File: src/rtl/btn_event_ctrl_if.sv
// Event handshake between the button controller (master) and the game FSM (slave).
interface btn_event_ctrl_if #(
   parameter int unsigned ID_W = 2
) ();
   logic            evt_valid;
   logic [ID_W-1:0] evt_id;
   logic            evt_ready;

   modport master (output evt_valid, output evt_id, input evt_ready);
   modport slave  (input evt_valid, input evt_id, output evt_ready);
endinterface

File: src/rtl/btn_event_ctrl.sv
// Button scheduler: shared tick prescaler, per-channel debounce, press latching and
// round-robin event serialiser. Define AUTO_REPEAT_EN to add held-button auto-repeat.
module btn_event_ctrl #(
   parameter int unsigned N_BTN        = 4,
   parameter int unsigned ID_W         = 2,
   parameter int unsigned TICK_DIV     = 100000,
   parameter int unsigned STABLE_CNT   = 4,
   parameter int unsigned REPEAT_TICKS = 50
) (
   input  logic             clk,
   input  logic             rst_n,
   input  logic [N_BTN-1:0] raw_in,
   output logic             tick,
   output logic [N_BTN-1:0] db_level,
   btn_event_ctrl_if.master evt
);
   localparam int unsigned PW = (TICK_DIV > 0) ? $clog2(TICK_DIV + 1) : 1;
   localparam int unsigned CW = $clog2(STABLE_CNT + 1);
   localparam logic [0:0] IDLE  = 1'b0;
   localparam logic [0:0] OFFER = 1'b1;

   logic [PW-1:0]    presc;
   logic [N_BTN-1:0] sync1, sync2;
   logic [N_BTN-1:0] db_nxt, press, rpt_set, clr_mask, pending, pend_nxt;
   logic [CW-1:0]    cnt_q   [N_BTN];
   logic [CW-1:0]    cnt_nxt [N_BTN];
   logic [0:0]       state, state_nxt;
   logic             valid_nxt, found;
   logic [ID_W-1:0]  id_nxt, last_grant, grant_nxt, sel;

   // Shared sample-tick prescaler
   always_ff @(posedge clk or negedge rst_n) begin
      if (!rst_n) begin
         presc <= '0;
         tick  <= 1'b0;
      end else if (presc == PW'(TICK_DIV)) begin
         presc <= '0;
         tick  <= 1'b1;
      end else begin
         presc <= presc + PW'(1);
         tick  <= 1'b0;
      end
   end

   always_ff @(posedge clk or negedge rst_n) begin
      if (!rst_n) begin
         sync1 <= '0;
         sync2 <= '0;
      end else begin
         sync1 <= raw_in;
         sync2 <= sync1;
      end
   end

   // Debounce: level flips after STABLE_CNT consecutive disagreeing tick samples
   always_comb begin
      db_nxt = db_level;
      for (int i = 0; i < int'(N_BTN); i++) begin
         cnt_nxt[i] = cnt_q[i];
         if (tick) begin
            if (sync2[i] == db_level[i]) begin
               cnt_nxt[i] = '0;
            end else if (cnt_q[i] + CW'(1) == CW'(STABLE_CNT)) begin
               cnt_nxt[i] = '0;
               db_nxt[i]  = ~db_level[i];
            end else begin
               cnt_nxt[i] = cnt_q[i] + CW'(1);
            end
         end
      end
   end

   assign press = db_nxt & ~db_level;

`ifdef AUTO_REPEAT_EN
   localparam int unsigned RW = $clog2(REPEAT_TICKS + 1);
   logic [RW-1:0] rpt_q   [N_BTN];
   logic [RW-1:0] rpt_nxt [N_BTN];

   // Held-button repeat counters restart on any debounced edge
   always_comb begin
      rpt_set = '0;
      for (int i = 0; i < int'(N_BTN); i++) begin
         rpt_nxt[i] = rpt_q[i];
         if (db_nxt[i] != db_level[i]) begin
            rpt_nxt[i] = '0;
         end else if (tick && db_level[i]) begin
            if (rpt_q[i] + RW'(1) == RW'(REPEAT_TICKS)) begin
               rpt_nxt[i] = '0;
               rpt_set[i] = 1'b1;
            end else begin
               rpt_nxt[i] = rpt_q[i] + RW'(1);
            end
         end
      end
   end

   always_ff @(posedge clk or negedge rst_n) begin
      if (!rst_n) begin
         for (int i = 0; i < int'(N_BTN); i++) rpt_q[i] <= '0;
      end else begin
         rpt_q <= rpt_nxt;
      end
   end
`else
   assign rpt_set = '0;
`endif

   // A set arriving on the same edge as its clear wins
   assign pend_nxt = (pending & ~clr_mask) | press | rpt_set;

   always_ff @(posedge clk or negedge rst_n) begin
      if (!rst_n) begin
         db_level <= '0;
         pending  <= '0;
         for (int i = 0; i < int'(N_BTN); i++) cnt_q[i] <= '0;
      end else begin
         db_level <= db_nxt;
         pending  <= pend_nxt;
         cnt_q    <= cnt_nxt;
      end
   end

   // Round-robin pick: first pending channel after the last grant
   always_comb begin
      int idx;
      idx   = 0;
      found = 1'b0;
      sel   = '0;
      for (int k = 1; k <= int'(N_BTN); k++) begin
         idx = int'(last_grant) + k;
         if (idx >= int'(N_BTN)) idx = idx - int'(N_BTN);
         if (!found && pending[idx]) begin
            found = 1'b1;
            sel   = ID_W'(idx);
         end
      end
   end

   always_comb begin
      state_nxt = state;
      valid_nxt = evt.evt_valid;
      id_nxt    = evt.evt_id;
      grant_nxt = last_grant;
      clr_mask  = '0;
      case (state)
         IDLE: begin
            if (found) begin
               id_nxt    = sel;
               valid_nxt = 1'b1;
               state_nxt = OFFER;
            end
         end
         OFFER: begin
            if (evt.evt_ready) begin
               clr_mask[evt.evt_id] = 1'b1;
               grant_nxt            = evt.evt_id;
               valid_nxt            = 1'b0;
               state_nxt            = IDLE;
            end
         end
         default: state_nxt = IDLE;
      endcase
   end

   always_ff @(posedge clk or negedge rst_n) begin
      if (!rst_n) begin
         state         <= IDLE;
         evt.evt_valid <= 1'b0;
         evt.evt_id    <= '0;
         last_grant    <= ID_W'(N_BTN - 1);
      end else begin
         state         <= state_nxt;
         evt.evt_valid <= valid_nxt;
         evt.evt_id    <= id_nxt;
         last_grant    <= grant_nxt;
      end
   end
endmodule
File: src/flat_wrapper.sv
// flat-port wrapper written by rule: the top's interface ports become plain ports
module btn_event_ctrl_flat 
#(
   parameter int unsigned N_BTN        = 4,
   parameter int unsigned ID_W         = 2,
   parameter int unsigned TICK_DIV     = 100000,
   parameter int unsigned STABLE_CNT   = 4,
   parameter int unsigned REPEAT_TICKS = 50
)
  (clk, rst_n, raw_in, tick, db_level, evt_evt_valid, evt_evt_id, evt_evt_ready);
  btn_event_ctrl_if #(.ID_W(ID_W)) evt_i ();
  input  logic clk;
  input  logic rst_n;
  input  logic [N_BTN-1:0] raw_in;
  output logic tick;
  output logic [N_BTN-1:0] db_level;
  output wire logic [$bits(evt_i.evt_valid)-1:0] evt_evt_valid;
  output wire logic [$bits(evt_i.evt_id)-1:0] evt_evt_id;
  input wire logic [$bits(evt_i.evt_ready)-1:0] evt_evt_ready;
  assign evt_evt_valid = evt_i.evt_valid;
  assign evt_evt_id = evt_i.evt_id;
  assign evt_i.evt_ready = evt_evt_ready;
  btn_event_ctrl #(.N_BTN(N_BTN), .ID_W(ID_W), .TICK_DIV(TICK_DIV), .STABLE_CNT(STABLE_CNT), .REPEAT_TICKS(REPEAT_TICKS)) u_core (.clk(clk), .rst_n(rst_n), .raw_in(raw_in), .tick(tick), .db_level(db_level), .evt(evt_i));
endmodule
File: config.mk
export PLATFORM = sky130hd
export DESIGN_NAME = btn_event_ctrl_flat
export DESIGN_NICKNAME = d
export VERILOG_FILES = /design/src/rtl/btn_event_ctrl_if.sv /design/src/rtl/btn_event_ctrl.sv /design/src/flat_wrapper.sv
export SDC_FILE = /design/constraint.sdc
export NUM_CORES = 1
export LEC_CHECK = 0
export ABC_AREA = 1
export CAP_MARGIN = 40
export CORE_MARGIN = 3
export CORE_UTILIZATION = 55
export CTS_CLUSTER_SIZE = 30
export DETAILED_ROUTE_END_ITERATION = 16
export GPL_ROUTABILITY_DRIVEN = 0
export PLACE_DENSITY = 0.72
export SYNTH_ARGS = -nofsm -noshare
export SYNTH_HDL_FRONTEND = slang
export SYNTH_SLANG_ARGS = --single-unit
File: constraint.sdc
create_clock -name clk -period 2.2 [get_ports clk]
set_clock_uncertainty 0.2 [all_clocks]
set_input_delay 0.44 -clock clk [delete_from_list [all_inputs] [get_ports clk]]
set_output_delay 0.44 -clock clk [all_outputs]
set_load 0.02 [all_outputs]
==> impl_metrics.yaml <==
status:
  status: "completed"
critical_path:
  cp.arrival_ns: 1.41
  reg2reg_to: "u_core.evt.evt_id[1]"
  r2r_setup_slack_ns: 0.44
  worstSetupStartpointType: "flop"
  cp_cell_sequence: "clkdlybuf4s50_1"
  crit_type: "reg -> out"
  cp_num_buf_inv: 1
  critPathMaxStageDelay_ns: 0.64
  crit_path_end_kind: "output pin"
  cp.required_ns: 1.56
  reg2reg_from: "u_core.last_grant[0]"
  critical_path.slowest_cell: "clkdlybuf4s50_1"
  critical_path.top_delay_family: "buffers and inverters"
  worstPathMaxFanout: 6
  r2r_cells: 11
power:
  p_per_area_nw_per_um2: 850
  leakage_nw: 1.45
  max-vdd-ir-drop_mv: 0.418
  power.total_mw: 2.60
place:
  post_dp_cell_area_um2: 2960
  post-place-ws_ns: 0.421
  portBuffers: 14
  dp.final_hpwl_um: 3610
  place_inst: 397
detailed_routing:
  drtIter0Drc: 88
  routed_wl_um: 4650
  via_count: 2023
  wl_per_cell_um: 11.5
  first_pass_iters: 4
  post-route-drc-count: 0
  viasPerCell: 4.98
  antenna_left: 0
grt:
  grt_max_degree: 36
  grt_pass1_wl_um: 8670
  overflow: 0
  grt_usage_pct: 18.1
  grt_pass1_vias: 2021
  grt_antenna_before_repair: 0
floorplanning:
  die_y_um: 76.5
  num_rows: 25
  ios: 15
  core-area_um2: 4750
  die-area_um2: 5850
  start_util_pct: 57.4
  die_w_um: 76.5
synth:
  synth-seq-area-share_pct: 47.7
  avgSynthCellArea_um2: 8.62
  syn_area_um2: 2730
  synth_nets: 334
  ys_warn_count: 0
  synth.distinct_cells: 34
  syn_inst: 317
  synth_seq_cells: 52
sta:
  layout_setup_ws_ns: 0.152
  finalSetupViolations: 0
  period_minus_slack_ns: 2.05
  max_freq_mhz: 488
  whs_ns: 0.155
  maxSlewViolCount: 0
  period_share_pct: 93.1
  slew_headroom_pct: 69.4
  rsz0062_at_grt: "false"
  worstMarginPinSlew_ns: 0.459
  fin_tns_setup_ns: 0
  hold_viol: 0
finish:
  diodes: 0
  syn_to_final_growth_pct: 12.1
  drive_above_1_share_pct: 12.7
  multiInputGateArea_um2: 1220
  stdcell_count: 406
  fin_nets: 355
  n_fill_cell: 432
  regArea_um2: 1300
  stdcell_area_um2: 3060
  final_core_util_pct: 64.4
  mostFrequentLayoutCell: "nand2_1"
  final_cell_mix: "nand2_1, dfrtp_1, inv_1"
clock_tree:
  cts_root_buf: "clkbuf_8"
  cts_inserted_buffers: 5
  insertion_delay_ns: 0.32
  cts_tree: "done"
  h-tree-depth: 2
  clock_path_buffers: 2
  clkTransAtPathRegs_ns: 0.10
  cts_setup_buffers: 0
  cts_resized: 0
  cts.sinks: 52
  hold_buffers: 1
run:
  cap_violations: 0
hold_path:
  worstHoldEndpoint: "u_core.sync2[3]"
  hp-class: "reg -> reg"
  min-delay-start: "u_core.sync1[3]"
  whs_path_depth: 0
## where the power goes
part | leakage, nW | total (mW) | internal (mW) | switching (mW)
clock network | 0.0452 | 0.564 | 0.232 | 0.332
registers | 0.677 | 1.17 | 1.06 | 0.106
logic | 0.733 | 0.872 | 0.338 | 0.534
total | 1.45 | 2.60 | 1.63 | 0.972
## routing by layer
layer	track usage, %	vias up	part of all wire [%]
met2	30.3	27	48
li1	-	1047	-
met5	0	-	0
met4	7.79	0	2.0
met3	3.78	12	3.1
met1	22.6	937	47
## kinds of logic (layout without fill, tap and decap cells)
| group | count (synthesis) | in the layout | share of synthesized area (%) |
|---|---|---|---|
| adder cells (fa/ha/maj) | 10 | 10 | 4.58 |
| AO/OA/AOI/OAI | 33 | 33 | 6.55 |
| buffers and inverters | 52 | 74 | 7.70 |
| AND/OR/NAND/NOR | 154 | 154 | 28.3 |
| multiplexers | 1 | 1 | 0.366 |
| XOR/XNOR | 15 | 15 | 4.81 |
| flip-flops | 52 | 52 | 47.7 |
## worst max path at each step
stage	startpoint	endpoint	slack [ns]	cells after the start
2_1_floorplan	u_core.last_grant[0]	u_core.evt.evt_id[1]	0.59	12
3_3_place_gp	evt_evt_ready	u_core.pending[2]	0.46	6
3_5_place_dp	evt_evt_ready	u_core.pending[1]	0.42	6
4_1_cts	u_core.evt.evt_id[0]	evt_evt_id[0]	0.14	1
5_1_grt	u_core.evt.evt_id[0]	evt_evt_id[0]	0.08	1
6_report	u_core.evt.evt_id[0]	evt_evt_id[0]	0.15	1
## area by class of cell
type / count / area share (%)
flip-flops and latches: 52 / 42.6
multi-input cells: 213 / 39.7
inverters: 49 / 6.25
repair buffers: 17 / 5.64
well taps: 67 / 2.74
clock buffers: 5 / 2.25
clock inverters: 3 / 0.817
## cells in the mapped netlist
library cell  number  area (µm²)
mux2i_1            1        10.0
inv_2              8        30.0
o41ai_1            2        17.5
nor4_2             1        12.5
dfstp_2            2        52.6
inv_8              1        11.3
xor2_1             8        70.1
nand4_1            6        37.5
nor2_2             1        6.26
nand3_4            1        17.5
nor3b_1            2        15.0
or2_1              1        6.26
nand2_4            6        67.6
xnor2_1            7        61.3
inv_1             40         150
o22ai_1            1        6.26
nand2_2            7        43.8
o211ai_1           1        7.51
clkbuf_1           2        7.51
dfrtp_1           50        1250
nor2_4             1        11.3
o21ai_0           17        85.1
nand2_1           68         255
nand3_1           20         100
buf_6              1        11.3
o21ai_1            2        10.0
nor4_1             1        6.26
o31ai_1            1        7.51
nor3_2             3        30.0
a21oi_1            9        45.0
ha_1              10         125
nor3_1             9        45.0
nor2_8             1        20.0
nor2_1            26        97.6
## registers in the layout (all words and copies together), names as in the netlist, 2 cells and up
name / flops
u_core.last_grant: 2
u_core.db_level: 4
u_core.sync2: 4
u_core.pending: 4
u_core.presc: 17
u_core.evt.evt_id: 2
u_core.sync1: 4
u_core.cnt_q: 12
No activity file was read; power rests on OpenSTA's default activity.
